[config.mk]
export PLATFORM = sky130hd
export DESIGN_NAME = dualport_initiator
export DESIGN_NICKNAME = d
export VERILOG_FILES = /design/src/rtl/dpram_pkg.sv /design/src/rtl/dpram_req_slot.sv /design/src/rtl/dualport_initiator.sv
export SDC_FILE = /design/constraint.sdc
export NUM_CORES = 1
export LEC_CHECK = 0
export ABC_AREA = 0
export BUFFER_PORTS_ARGS = -buffer_cell sky130_fd_sc_hd__buf_2
export CORE_ASPECT_RATIO = 0.8
export CORE_MARGIN = 4
export CORE_UTILIZATION = 44
export DETAILED_ROUTE_END_ITERATION = 12
export HOLD_SLACK_MARGIN = 0.08
export PLACE_DENSITY = 0.79
export SLEW_MARGIN = 10
export SYNTH_ARGS = -nofsm -noshare
export SYNTH_HDL_FRONTEND = slang
export SYNTH_SLANG_ARGS = --single-unit
[constraint.sdc]
create_clock -name clk -period 2.6 [get_ports clk]
set_clock_uncertainty 0.2 [all_clocks]
set_input_delay 0.52 -clock clk [delete_from_list [all_inputs] [get_ports clk]]
set_output_delay 0.52 -clock clk [all_outputs]
set_load 0.01 [all_outputs]
[src/rtl/dpram_pkg.sv]
// Shared defaults and port-select type for the dual-port RAM initiator.
// The round-robin pointer names the port that wins an address conflict.
package dpram_pkg;

  localparam int AW_DEF = 4;
  localparam int DW_DEF = 8;

  typedef enum logic {
    PORT_A = 1'b0,
    PORT_B = 1'b1
  } port_sel_e;

  function automatic port_sel_e other_port(input port_sel_e p);
    return (p == PORT_A) ? PORT_B : PORT_A;
  endfunction

endpackage

[src/rtl/dpram_req_slot.sv]
// One channel's single-entry pending-request slot.
// Ready is derived from slot state and the issue grant only, never from req_valid_i.
module dpram_req_slot
  import dpram_pkg::*;
#(
  parameter int AW = AW_DEF,
  parameter int DW = DW_DEF
) (
  input  logic          clk,
  input  logic          reset_n,
  input  logic          req_valid_i,
  input  logic          req_write_i,
  input  logic [AW-1:0] req_addr_i,
  input  logic [DW-1:0] req_wdata_i,
  input  logic          issue_i,
  output logic          req_ready_o,
  output logic          pend_o,
  output logic          write_o,
  output logic [AW-1:0] addr_o,
  output logic [DW-1:0] wdata_o
);

  logic          pend_q, pend_d;
  logic          write_q, write_d;
  logic [AW-1:0] addr_q, addr_d;
  logic [DW-1:0] wdata_q, wdata_d;
  logic          accept;

  // Slot frees in the same cycle it issues, so a new request can land behind it.
  assign req_ready_o = !pend_q || issue_i;
  assign accept      = req_valid_i && req_ready_o;

  always_comb begin
    pend_d  = pend_q;
    write_d = write_q;
    addr_d  = addr_q;
    wdata_d = wdata_q;
    if (accept) begin
      pend_d  = 1'b1;
      write_d = req_write_i;
      addr_d  = req_addr_i;
      wdata_d = req_wdata_i;
    end else if (issue_i) begin
      pend_d = 1'b0;
    end
  end

  always_ff @(posedge clk or negedge reset_n) begin
    if (!reset_n) begin
      pend_q  <= 1'b0;
      write_q <= 1'b0;
      addr_q  <= '0;
      wdata_q <= '0;
    end else begin
      pend_q  <= pend_d;
      write_q <= write_d;
      addr_q  <= addr_d;
      wdata_q <= wdata_d;
    end
  end

  assign pend_o  = pend_q;
  assign write_o = write_q;
  assign addr_o  = addr_q;
  assign wdata_o = wdata_q;

endmodule

[src/rtl/dualport_initiator.sv]
// Two-channel initiator for a true dual-port RAM: issues each channel's slot,
// serialising same-address accesses involving a write with a round-robin pointer.
module dualport_initiator
  import dpram_pkg::*;
#(
  parameter int AW = AW_DEF,
  parameter int DW = DW_DEF
) (
  input  logic          clk,
  input  logic          reset_n,
  input  logic          req_valid_a,
  output logic          req_ready_a,
  input  logic          req_write_a,
  input  logic [AW-1:0] req_addr_a,
  input  logic [DW-1:0] req_wdata_a,
  output logic          rsp_valid_a,
  output logic [DW-1:0] rsp_rdata_a,
  output logic [AW-1:0] ram_addr_a,
  output logic          ram_read_a,
  output logic          ram_write_a,
  output logic [DW-1:0] ram_wdata_a,
  input  logic [DW-1:0] ram_rdata_a,
  input  logic          req_valid_b,
  output logic          req_ready_b,
  input  logic          req_write_b,
  input  logic [AW-1:0] req_addr_b,
  input  logic [DW-1:0] req_wdata_b,
  output logic          rsp_valid_b,
  output logic [DW-1:0] rsp_rdata_b,
  output logic [AW-1:0] ram_addr_b,
  output logic          ram_read_b,
  output logic          ram_write_b,
  output logic [DW-1:0] ram_wdata_b,
  input  logic [DW-1:0] ram_rdata_b,
  output logic [7:0]    conflict_cnt
);

  logic          pend_a, pend_b;
  logic          wr_a, wr_b;
  logic [AW-1:0] addr_a, addr_b;
  logic [DW-1:0] wdata_a, wdata_b;
  logic          issue_a, issue_b;
  logic          conflict;

  port_sel_e     ptr_q, ptr_d;
  logic [7:0]    cnt_q, cnt_d;
  logic          rsp_a_q, rsp_a_d;
  logic          rsp_b_q, rsp_b_d;

  dpram_req_slot #(.AW(AW), .DW(DW)) u_slot_a (
    .clk         (clk),
    .reset_n     (reset_n),
    .req_valid_i (req_valid_a),
    .req_write_i (req_write_a),
    .req_addr_i  (req_addr_a),
    .req_wdata_i (req_wdata_a),
    .issue_i     (issue_a),
    .req_ready_o (req_ready_a),
    .pend_o      (pend_a),
    .write_o     (wr_a),
    .addr_o      (addr_a),
    .wdata_o     (wdata_a)
  );

  dpram_req_slot #(.AW(AW), .DW(DW)) u_slot_b (
    .clk         (clk),
    .reset_n     (reset_n),
    .req_valid_i (req_valid_b),
    .req_write_i (req_write_b),
    .req_addr_i  (req_addr_b),
    .req_wdata_i (req_wdata_b),
    .issue_i     (issue_b),
    .req_ready_o (req_ready_b),
    .pend_o      (pend_b),
    .write_o     (wr_b),
    .addr_o      (addr_b),
    .wdata_o     (wdata_b)
  );

  // Read/read to one address is harmless on a dual-port RAM; only writes collide.
  assign conflict = pend_a && pend_b && (addr_a == addr_b) && (wr_a || wr_b);
  assign issue_a  = pend_a && (!conflict || (ptr_q == PORT_A));
  assign issue_b  = pend_b && (!conflict || (ptr_q == PORT_B));

  always_comb begin
    ptr_d   = ptr_q;
    cnt_d   = cnt_q;
    rsp_a_d = issue_a && !wr_a;
    rsp_b_d = issue_b && !wr_b;
    if (conflict) begin
      ptr_d = other_port(ptr_q);
      if (cnt_q != 8'hFF) begin
        cnt_d = cnt_q + 8'd1;
      end
    end
  end

  always_ff @(posedge clk or negedge reset_n) begin
    if (!reset_n) begin
      ptr_q   <= PORT_A;
      cnt_q   <= 8'd0;
      rsp_a_q <= 1'b0;
      rsp_b_q <= 1'b0;
    end else begin
      ptr_q   <= ptr_d;
      cnt_q   <= cnt_d;
      rsp_a_q <= rsp_a_d;
      rsp_b_q <= rsp_b_d;
    end
  end

  assign ram_addr_a   = addr_a;
  assign ram_wdata_a  = wdata_a;
  assign ram_write_a  = issue_a && wr_a;
  assign ram_read_a   = issue_a && !wr_a;
  assign ram_addr_b   = addr_b;
  assign ram_wdata_b  = wdata_b;
  assign ram_write_b  = issue_b && wr_b;
  assign ram_read_b   = issue_b && !wr_b;

  // The RAM registers its read data, so it lines up with the response flag.
  assign rsp_valid_a  = rsp_a_q;
  assign rsp_rdata_a  = ram_rdata_a;
  assign rsp_valid_b  = rsp_b_q;
  assign rsp_rdata_b  = ram_rdata_b;
  assign conflict_cnt = cnt_q;

endmodule

# Word level (Yosys, flattened, before mapping)
# Index checks and enable logic that the tools add are counted.
[totals]
ff_bits = 39
in_bits = 46
out_inout_bits = 56
elab_cells = 45
[classes]
n_addsub = 1
eq_ne = 2
n_mux = 5
bitwise = 1
n_reduce_logical = 24
[op_table]
columns = ["op", "n"]
rows = [
  ["$logic_and A1 B1 Y1", 11],
  ["$add A8 B1 Y8 const B", 1],
  ["$ne A8 B8 Y1 const B", 1],
  ["$logic_not A1 Y1", 5],
  ["$logic_or A1 B1 Y1", 5],
  ["$mux W1", 5],
  ["$eq A4 B4 Y1", 1],
  ["$reduce_bool A2 Y1", 2],
  ["$reduce_and A2 Y1", 1],
  ["$not A1 Y1", 1],
]

# Depth between registers and ports, before layout
# Gate-level depths: netlist of the first run.
[depth]
ltp_word = 9
ltp_mapped = 6
mapped_depth_nobuf = 5

# Hierarchy
# Synthesis of the first run repeated with hierarchy kept, for this count alone.
[hier_totals]
cells_unflattened = 132
hier_area_um2 = 1899.3
[by_module_without_submodules]
columns = ["module", "instances", "cells_per_inst", "area_per_inst_um2", "seq_area_each_um2"]
rows = [
  ["dpram_req_slot", 2, 31, 586.8, 350.3],
  ["dualport_initiator", 1, 70, 725.7, 275.3],
]

# Worst setup path before layout of the first run
# Ideal clock, no wire load.
[synth_path]
path_kind = "reg-to-reg"
startpoint = "register u_slot_b.addr_q[3] (netlist: u_slot_b.addr_o[3])"
endpoint = "register u_slot_a.addr_q[2] (netlist: u_slot_a.addr_o[2])"
setup_time_ns = 0.128
t_arrival_ns = 1.767
required_time_ns = 2.272
setup_slack_ns = 0.505
path_stages_with_launch = 7
n_path_buf = 1
synth_period_minus_slack_ns = 2.095
path_cell_list = "dfrtp_1 -> xor2_1 -> nor4_4 -> nand4b_2 -> nand2_1 -> buf_6 -> mux2_1"
[synth_between]
elab_chain_cells = 8
[synth_rtl]
columns = ["item", "line_no", "rtl"]
rows = [
  ["start, declared", "dpram_req_slot.sv:25", "logic [AW-1:0] addr_q, addr_d;"],
  ["start signal, assigned", "dpram_req_slot.sv:57", "addr_q <= addr_d;"],
  ["$eq A4 B4 Y1", "dualport_initiator.sv:81", "assign conflict = pend_a && pend_b && (addr_a == addr_b) && (wr_a || wr_b);"],
  ["$logic_and A1 B1 Y1 (2 in series)", "dualport_initiator.sv:81", ""],
  ["$logic_not A1 Y1", "dualport_initiator.sv:82", "assign issue_a = pend_a && (!conflict || (ptr_q == PORT_A));"],
  ["$logic_or A1 B1 Y1", "dualport_initiator.sv:82", ""],
  ["$logic_and A1 B1 Y1", "dualport_initiator.sv:82", ""],
  ["$logic_or A1 B1 Y1", "dpram_req_slot.sv:30", "assign req_ready_o = !pend_q || issue_i;"],
  ["named net req_ready_a", "dualport_initiator.sv:12", "output logic req_ready_a,"],
  ["$logic_and A1 B1 Y1", "dpram_req_slot.sv:31", "assign accept = req_valid_i && req_ready_o;"],
  ["end signal, assigned", "dpram_req_slot.sv:57", ""],
  ["end, declared", "dpram_req_slot.sv:25", ""],
]
# The timed path passes the listed nets, and every way through them passes these cells.
# A chain may end at the register's enable or synchronous reset.

# Worst setup path after layout of the first run
[layout_path]
startpoint = "register u_slot_a.addr_q[3] (netlist: u_slot_a.addr_o[3])"
endpoint = "output port ram_write_a"
[layout_between]
elab_chain_cells = 7
[layout_rtl]
columns = ["item", "line_no", "rtl"]
rows = [
  ["$eq A4 B4 Y1", "dualport_initiator.sv:81", ""],
  ["$logic_and A1 B1 Y1 (2 in series)", "dualport_initiator.sv:81", ""],
  ["$logic_not A1 Y1", "dualport_initiator.sv:82", ""],
  ["$logic_or A1 B1 Y1", "dualport_initiator.sv:82", ""],
  ["$logic_and A1 B1 Y1", "dualport_initiator.sv:82", ""],
  ["$logic_and A1 B1 Y1", "dualport_initiator.sv:114", "assign ram_write_a = issue_a && wr_a;"],
  ["end, declared", "dualport_initiator.sv:20", "output logic ram_write_a,"],
]
# Every way passes these cells.

==> flow_metrics.py, run 1 <==
metrics = {
    "grt": {
        "use_met1": 0.179,
        "grt_overflow_total": 0,
        "gr-usage-met2": 0.246,
        "grt_pass1_vias": 1261,
        "antenna_found_initial": 0,
        "globalRouteMet3Util": 0.0507,
        "grt_max_degree": 40,
        "grt-busiest-layer": "met2",
        "track_usage": 0.153,
        "grt_first_pass_wirelength_um": 6000,
    },
    "worst_setup_path": {
        "cp_slowest_cell": "dfrtp_1",
        "cp-start-kind": "flop",
        "r2r_cells": 6,
        "rr_endpoint": "u_slot_a.addr_o[0]",
        "crit_family": "simple AND/OR/NAND/NOR gates",
        "crit_type": "flop to output port",
        "crit_fanout": 5,
        "slowest_delay_ns": 0.42,
        "cp.buffers_inverters": 1,
        "timing.rr.start": "u_slot_a.addr_o[3]",
        "required_ns": 1.88,
        "arrival_ns": 1.75,
        "worst_setup_path_end_kind": "output port",
        "path_cells": "xor2_1 > nor4_4 > nand4b_2 > and3_1 > buf_2",
        "r2r_setup_slack_ns": 0.44,
    },
    "pwr": {
        "switching_share": 0.268,
        "ir_worst_vdd_v": 0.000392,
        "p_sw_w": 0.000403,
        "p_leak_nw": 1.13,
        "power_frac_comb": 0.182,
        "p_clk_frac": 0.325,
        "p_seq_frac": 0.493,
        "cellPowerDensity_nw_per_um2": 680,
        "total_power_w": 0.00150,
        "p_int_w": 0.00110,
    },
    "detailed_routing": {
        "drt-wirelength-per-cell_um": 15.0,
        "num_vias": 1192,
        "drtAntennaViolNets": 0,
        "route.detailed.drc": 0,
        "detail_route.vias_per_cell": 4.81,
        "wirelength_um": 3730,
        "drt_iter0_drc": 37,
        "drtPass1Iterations": 4,
    },
    "synthesis": {
        "ys_ff_latch": 39,
        "synth_cells": 134,
        "postSynthAreaPerCell_um2": 13.6,
        "ys_types": 28,
        "yosysSeqAreaShare": 0.535,
        "syn-cell-area_um2": 1820,
        "yosys_warnings": 0,
        "synth_fp_nets": 181,
    },
    "die": {
        "ioPinCount": 102,
        "die_width_um": 80.0,
        "initial_core_util": 0.467,
        "core_area_um2": 3900,
        "dieArea_um2": 5250,
        "rows": 20,
        "die_h_um": 65.6,
    },
    "cells_and_area": {
        "design_area_um2": 2210,
        "layout_common_cells": "buf_2 (69), dfrtp_1 (39), mux2_1 (17)",
        "syn2layout_area_growth_pct": 21.2,
        "fin_nets": 239,
        "antenna_cells": 0,
        "layout-drive-gt1-share": 0.482,
        "layout_commonest_cell": "buf_2",
        "finish.utilization": 0.566,
        "instances_no_fill": 248,
    },
    "placement": {
        "placedCellCount": 240,
        "place_congestion": 0.757,
        "placed_area_um2": 2100,
        "port_buffers": 69,
        "hpwl_um": 2890,
    },
    "clock_tree": {
        "ctsHoldBuffers": 0,
        "post_cts_buffers": 0,
        "cts_sinks": 39,
        "cts_buffers": 5,
        "cts_max_path_buffers": 2,
        "clk_latency_ns": 0.28,
        "cts-root-buf": "clkbuf_8",
        "cts-resized-gates": 0,
        "cts_max_level": 2,
        "path_clk_slew_ns": 0.08,
        "cts_tree": "built",
    },
    "timing": {
        "timing.fmax_mhz": 404,
        "hold_viol_final": 0,
        "worstMarginPinSlew_ns": 0.838,
        "fin_crit_sh": 0.952,
        "tns_ns": 0,
        "setup_viol": 0,
        "drv_slew": 0,
        "period_needed_ns": 2.47,
        "max_slew_margin": 0.441,
        "rsz0062_at_grt": "false",
    },
    "run": {
        "max_cap_viol_count": 0,
    },
    "hold_path": {
        "hold_path_class": "input port to async pin",
    },
    "status": {
        "status": "finished clean",
    },
}
==> final cells by class <==
type / count / area [µm²]
flip-flops and latches: 39 / 976
multi-input cells: 74 / 693
fillers: 353 / 1690
repair buffers: 70 / 353
clock buffers: 5 / 68.8
inverters: 2 / 7.51
well taps: 55 / 68.8
clock inverters: 3 / 43.8
==> stage by stage <==
step | hold slack [ns] | setup WS (ns)
2_1_floorplan | 0.0244 | 0.505
3_3_place_gp | 0.269 | 0.492
3_5_place_dp | 0.275 | 0.424
4_1_cts | 0.155 | 0.0941
5_1_grt | 0.202 | 0.00294
6_report | 0.135 | 0.126
==> logic make-up (layout without fill, tap and decap cells) <==
kind of cell    count (synthesis)  count (layout)  synth area share
compound gates                  2               2           0.00549
xor+xnor                       11              11            0.0528
fa+ha+maj                       1               1           0.00686
buf+inv                        21              80            0.0850
flops                          39              39             0.535
mux                            27              27             0.187
simple gates                   33              33             0.128
==> synth_stat cells <==
| library cell | number | area share |
|---|---|---|
| nor4_1 | 1 | 0.0034 |
| and4_1 | 1 | 0.0048 |
| buf_2 | 1 | 0.0027 |
| xor2_1 | 4 | 0.019 |
| nand4b_2 | 1 | 0.0082 |
| buf_4 | 16 | 0.066 |
| xnor2_1 | 7 | 0.034 |
| nand4_1 | 4 | 0.014 |
| nand3_2 | 1 | 0.0055 |
| nor2_1 | 4 | 0.0082 |
| mux2_4 | 10 | 0.082 |
| and3_1 | 4 | 0.014 |
| nor4_4 | 1 | 0.012 |
| mux2_1 | 17 | 0.10 |
| dfrtp_1 | 39 | 0.53 |
| nand4b_1 | 1 | 0.0048 |
| and4b_1 | 1 | 0.0055 |
| nor2b_1 | 3 | 0.010 |
| nand2b_1 | 2 | 0.0069 |
| nor2b_4 | 1 | 0.0075 |
| inv_1 | 2 | 0.0041 |
| and3b_1 | 1 | 0.0048 |
| a21oi_1 | 2 | 0.0055 |
| and2_4 | 1 | 0.0048 |
| ha_1 | 1 | 0.0069 |
| nand3_1 | 2 | 0.0055 |
| nand2_1 | 4 | 0.0082 |
| buf_6 | 2 | 0.012 |
==> state kept, by name, summed over array words and instances (netlist names) <==
| signal | flops |
|---|---|
| conflict_cnt | 8 |
| u_slot_a.wdata_o | 8 |
| u_slot_b.wdata_o | 8 |
| u_slot_a.addr_o | 4 |
| u_slot_b.addr_o | 4 |
| ptr_q | 1 |
| rsp_valid_a | 1 |
| rsp_valid_b | 1 |
| u_slot_a.pend_o | 1 |
| u_slot_a.write_o | 1 |
| u_slot_b.pend_o | 1 |
| u_slot_b.write_o | 1 |
==> power groups by stage <==
stage / Sequential [W] / Combinational, W / Clock, W
after floorplan: 0.000769 / 0.000160 / 0
after global placement: 0.000749 / 0.000273 / 0
after CTS: 0.000742 / 0.000280 / 0.000510
final: 0.000742 / 0.000273 / 0.000489
after detailed placement: 0.000752 / 0.000280 / 0
after global routing: 0.000755 / 0.000302 / 0.000537
==> metal layers <==
| layer | routed length [µm] | vias up | part of all wire |
|---|---|---|---|
| met5 | 0 | - | 0 |
| met4 | 85 | 0 | 0.023 |
| met3 | 322 | 16 | 0.086 |
| met2 | 1760 | 49 | 0.47 |
| met1 | 1560 | 570 | 0.42 |
| li1 | - | 557 | - |
==> how the worst max path moves through the flow <==
stage                  startpoint                 end  slack (ns)  cells past startpoint
3_3_place_gp   u_slot_b.addr_o[3]         ram_write_a        0.49                      5
6_report       u_slot_a.addr_o[3]         ram_write_a        0.13                      5
2_1_floorplan  u_slot_b.addr_o[3]  u_slot_a.addr_o[2]        0.51                      6
5_1_grt        u_slot_a.addr_o[3]         ram_write_a       0.003                      5
3_5_place_dp   u_slot_b.addr_o[3]         ram_write_a        0.42                      5
4_1_cts        u_slot_a.addr_o[3]         ram_write_a        0.09                      5
(Power assumes the default switching activity.)
==> run 2: changes to the inputs <==
BUFFER_PORTS_ARGS = -buffer_cell sky130_fd_sc_hd__buf_4   (was -buffer_cell sky130_fd_sc_hd__buf_2)
==> flow_metrics.py, run 2 (synthesis gave the netlist of run 1 again) <==
metrics = {
    "detailed_routing": {
        "route.detailed.drc": 0,
        "drt-wirelength-per-cell_um": 15.8,
        "drtPass1Iterations": 4,
        "wirelength_um": 3950,
        "num_vias": 1228,
        "detail_route.vias_per_cell": 4.93,
        "drtAntennaViolNets": 0,
        "drt_iter0_drc": 110,
    },
    "grt": {
        "grt_max_degree": 40,
        "grt_pass1_vias": 1289,
        "grt_overflow_total": 0,
        "track_usage": 0.162,
        "grt_first_pass_wirelength_um": 6440,
        "antenna_found_initial": 0,
    },
    "die": {
        "initial_core_util": 0.467,
        "die_h_um": 65.6,
        "core_area_um2": 3900,
        "dieArea_um2": 5250,
        "rows": 20,
        "ioPinCount": 102,
        "die_width_um": 80.0,
    },
    "cells_and_area": {
        "multi_input_area_um2": 693,
        "finish.utilization": 0.606,
        "seq_area_um2": 976,
        "fin_nets": 240,
        "antenna_cells": 0,
        "n_fill_cell": 326,
        "instances_no_fill": 249,
        "layout-drive-gt1-share": 0.479,
        "layout_commonest_cell": "buf_4",
        "syn2layout_area_growth_pct": 29.6,
        "layout_common_cells": "buf_4 (70), dfrtp_1 (39), mux2_1 (17)",
    },
    "placement": {
        "placedCellCount": 240,
        "dp_slack_ns": 0.396,
        "hpwl_um": 3040,
        "port_buffers": 69,
        "place_congestion": 0.772,
    },
    "clock_tree": {
        "cts_tree": "built",
        "cts_buffers": 5,
        "cts_sinks": 39,
        "clk_latency_ns": 0.29,
        "path_clk_slew_ns": 0.08,
        "cts-resized-gates": 0,
        "post_cts_buffers": 0,
        "cts_max_path_buffers": 2,
        "cts-root-buf": "clkbuf_8",
        "cts_max_level": 2,
    },
    "timing": {
        "hold_viol_final": 0,
        "max_slew_margin": 0.681,
        "timing.hold.ws_ns": 0.236,
        "rsz0062_at_grt": "true",
        "timing.fmax_mhz": 398,
        "tns_ns": 0,
        "fin_ws_ns": 0.0870,
        "setup_viol": 0,
        "fin_crit_sh": 0.967,
        "worstMarginPinSlew_ns": 0.479,
        "period_needed_ns": 2.51,
        "drv_slew": 0,
    },
    "worst_setup_path": {
        "cp_slowest_cell": "dfrtp_1",
        "crit_type": "flop to output port",
        "cp-start-kind": "flop",
        "arrival_ns": 1.79,
        "worst_setup_path_end_kind": "output port",
        "path_cells": "nor2b_4 > nor4_4 > nand4b_2 > and3_1 > buf_4",
        "timing.rr.start": "u_slot_a.addr_o[0]",
        "crit_start": "u_slot_a.addr_o[0]",
        "required_ns": 1.88,
        "slowest_delay_ns": 0.41,
        "crit_fanout": 5,
    },
    "status": {
        "status": "finished clean",
    },
    "hold_path": {
        "hp-start": "req_addr_a[2]",
        "hold_path_class": "input port to flop",
    },
    "pwr": {
        "ir_worst_vdd_v": 0.000347,
        "cellPowerDensity_nw_per_um2": 616,
        "p_int_w": 0.00104,
        "p_clk_frac": 0.268,
        "switching_share": 0.283,
        "power_frac_comb": 0.220,
        "p_leak_nw": 1.18,
        "p_sw_w": 0.000412,
        "p_seq_frac": 0.512,
    },
    "run": {
        "max_cap_viol_count": 0,
    },
}
run 2: cell count changes in the layout (fill, tap and decap cells not counted), sizes merged:
cell         before  now
clkinv            2    3
bufinv            1    0
dlygate4sd3       0    1
run 2: metal layers:
layer | GRT usage | vias up | wire, µm
met4 | 0.0759 | 0 | 146
met1 | 0.214 | 587 | 1670
li1 | - | 562 | -
met3 | 0.0616 | 22 | 330
met2 | 0.235 | 57 | 1800
met5 | 0 | - | 0
run 2: path summary, 6_finish.rpt:
| kind | cells past startpoint | slack, ns | end |
|---|---|---|---|
| max reg2reg | 6 | 0.45 | u_slot_a.addr_o[3] |
| max | 5 | 0.09 | ram_write_a |
| min in group asynchronous | 2 | 0.53 | conflict_cnt[0] |
| min reg2reg | 1 | 0.29 | u_slot_a.wdata_o[3] |
| max in group asynchronous | 2 | 1.34 | conflict_cnt[6] |
| min | 2 | 0.24 | u_slot_a.addr_o[2] |
run 2: power groups by stage:
stage | sequential (W) | combinational (W) | clock, W
after detailed placement | 0.000755 | 0.000325 | 0
after floorplan | 0.000769 | 0.000160 | 0
final | 0.000746 | 0.000320 | 0.000391
after global placement | 0.000749 | 0.000317 | 0
after CTS | 0.000745 | 0.000326 | 0.000406
after global routing | 0.000758 | 0.000348 | 0.000434
run 2: per-stage QoR:
step / instance area, µm² / power [W]
2_1_floorplan: 1820 / 0.000929
3_3_place_gp: 2270 / 0.00107
3_5_place_dp: 2270 / 0.00108
4_1_cts: 2360 / 0.00148
5_1_grt: 2360 / 0.00154
6_report: 2360 / 0.00146
run 2: cell type report:
class / instances / share of cell area
inverter: 2 / 0.00317
sequential: 39 / 0.413
multi-input combinational: 74 / 0.293
tap: 55 / 0.0291
clock buffer: 5 / 0.0291
clock inverter: 3 / 0.00635
timing repair buffer: 71 / 0.226
run 2: worst max-delay path: cells and delay by family (launching register included):
kind	cells	cell delay, ns
buffers and inverters	1	0.14
and+or+nand+nor	4	0.95
DFF	1	0.41
run 2: what timing repair did:
item | CTS | global route
endpoints found under the setup margin | 0 | 1
endpoints found under the hold margin | 39 | 0
hold buffers | 1 | 0
==> run 3: changes to the inputs <==
==> constraint.sdc (replaced) <==
create_clock -name clk -period 2.6 [get_ports clk]
set_clock_uncertainty 0.2 [all_clocks]
set_input_delay 0.13 -clock clk [delete_from_list [all_inputs] [get_ports clk]]
set_output_delay 0.13 -clock clk [all_outputs]
set_load 0.01 [all_outputs]
==> flow_metrics.py, run 3 (synthesis gave the netlist of run 1 again) <==
metrics = {
    "status": {
        "status": "finished clean",
    },
    "worst_setup_path": {
        "cp.buffers_inverters": 1,
        "crit_type": "flop to flop",
        "crit_family": "simple AND/OR/NAND/NOR gates",
        "path_cells": "xor2_1 > nor4_4 > nand4b_2 > nand2_1 > buf_4 > mux2_1",
        "slowest_delay_ns": 0.41,
        "cp-start-kind": "flop",
        "cp_slowest_cell": "dfrtp_1",
        "r2r_setup_slack_ns": 0.41,
        "required_ns": 2.57,
        "worst_setup_path_end_kind": "flop",
        "arrival_ns": 2.16,
        "crit_fanout": 11,
    },
    "grt": {
        "globalRouteMet3Util": 0.0726,
        "grt-busiest-layer": "met2",
        "grt_first_pass_wirelength_um": 7290,
        "antenna_found_initial": 0,
        "grt_pass1_vias": 1484,
        "gr-usage-met2": 0.322,
        "track_usage": 0.186,
        "use_met1": 0.213,
        "grt_max_degree": 40,
        "grt_overflow_total": 0,
    },
    "timing": {
        "fin_ws_ns": 0.409,
        "drv_slew": 0,
        "max_slew_margin": 0.684,
        "rsz0062_at_grt": "false",
        "setup_viol": 0,
        "period_needed_ns": 2.19,
        "fin_crit_sh": 0.843,
        "tns_ns": 0,
        "hold_viol_final": 0,
        "worstMarginPinSlew_ns": 0.475,
        "timing.fmax_mhz": 456,
    },
    "cells_and_area": {
        "fin_nets": 284,
        "antenna_cells": 0,
        "syn2layout_area_growth_pct": 55.6,
        "layout-drive-gt1-share": 0.391,
        "layout_common_cells": "buf_4 (70), dlygate4sd3_1 (45), dfrtp_1 (39)",
        "layout_commonest_cell": "buf_4",
    },
    "detailed_routing": {
        "num_vias": 1413,
        "detail_route.vias_per_cell": 4.82,
        "wirelength_um": 4560,
        "drtPass1Iterations": 4,
        "drt_iter0_drc": 66,
        "route.detailed.drc": 0,
        "drt-wirelength-per-cell_um": 15.6,
        "drtAntennaViolNets": 0,
    },
    "pwr": {
        "cellPowerDensity_nw_per_um2": 580,
        "ir_worst_vdd_v": 0.000316,
        "p_leak_nw": 1.38,
    },
    "placement": {
        "hpwl_um": 3010,
        "port_buffers": 69,
        "dp_slack_ns": 0.416,
        "place_congestion": 0.813,
    },
    "clock_tree": {
        "path_clk_slew_ns": 0.08,
        "cts_sinks": 39,
        "cts_max_path_buffers": 2,
        "clk_latency_ns": 0.29,
        "cts_tree": "built",
        "post_cts_buffers": 0,
        "cts-root-buf": "clkbuf_8",
        "cts_max_level": 2,
        "cts_buffers": 5,
    },
    "die": {
        "die_width_um": 80.0,
        "core_area_um2": 3900,
        "dieArea_um2": 5250,
        "initial_core_util": 0.467,
        "rows": 20,
        "die_h_um": 65.6,
        "ioPinCount": 102,
    },
    "hold_path": {
        "hold_path_class": "input port to async pin",
    },
    "run": {
        "max_cap_viol_count": 0,
    },
}
-- run 3: cell types whose count changed in the layout (fill, tap and decap cells not counted), sizes merged --
cell / previous run / this run
bufinv: 0 / 1
clkbuf: 5 / 6
clkinv: 3 / 1
dlygate4sd3: 1 / 45
-- run 3: stage by stage --
stage                util  instances  power [W]  area (µm²)  hold WS [ns]
floorplan               -        134   0.000929        1820        -0.366
global placement    0.582        240    0.00107        2270       -0.0833
detailed placement  0.582        240    0.00108        2270       -0.0733
CTS                 0.727        293    0.00167        2840         0.146
global route        0.727        293    0.00173        2840         0.181
finish              0.727        293    0.00165        2840         0.122
-- run 3: cell type report --
class	count	area (µm²)
clock buffer	6	82.6
clock inverter	2	35.0
fill	279	1060
inverter	2	7.51
multi-input combinational	74	693
sequential	39	976
tap	55	68.8
timing repair buffer	115	976
-- run 3: final timing paths --
check / from / end / cells after the start
max: u_slot_b.addr_o[3] / u_slot_a.addr_o[1] / 6
min: reset_n / u_slot_b.write_o / 2
max reg2reg: u_slot_b.addr_o[3] / u_slot_a.addr_o[1] / 6
min reg2reg: u_slot_a.wdata_o[2] / u_slot_a.wdata_o[2] / 1
max in group asynchronous: reset_n / u_slot_a.addr_o[2] / 2
min in group clk: u_slot_a.wdata_o[2] / u_slot_a.wdata_o[2] / 1
-- run 3: what timing repair did --
action,4_1_cts,5_1_grt
setup endpoints to repair,0,0
endpoints found under the hold margin,83,0
hold buffers,45,0
gates resized for setup,0,0
-- run 3: report_power, final --
group	switching, W	leakage (nW)	internal (W)
combinational	0.000155	0.842	0.000230
clock	0.000206	0.0612	0.000310
sequential	0.0000701	0.474	0.000675
total	0.000432	1.38	0.00122
-- run 3: worst reg2reg max path, stage by stage, from the launching register on --
cell and delay [ns]:
dfrtp_1 0.41, xor2_1 0.21, nor4_4 0.32, nand4b_2 0.20, nand2_1 0.16, buf_4 0.22, mux2_1 0.34
-- run 3: metal layers --
| metal | vias up | wire (µm) |
|---|---|---|
| li1 | 653 | - |
| met1 | 683 | 1790 |
| met2 | 71 | 2280 |
| met3 | 6 | 438 |
| met4 | 0 | 55 |
| met5 | - | 0 |
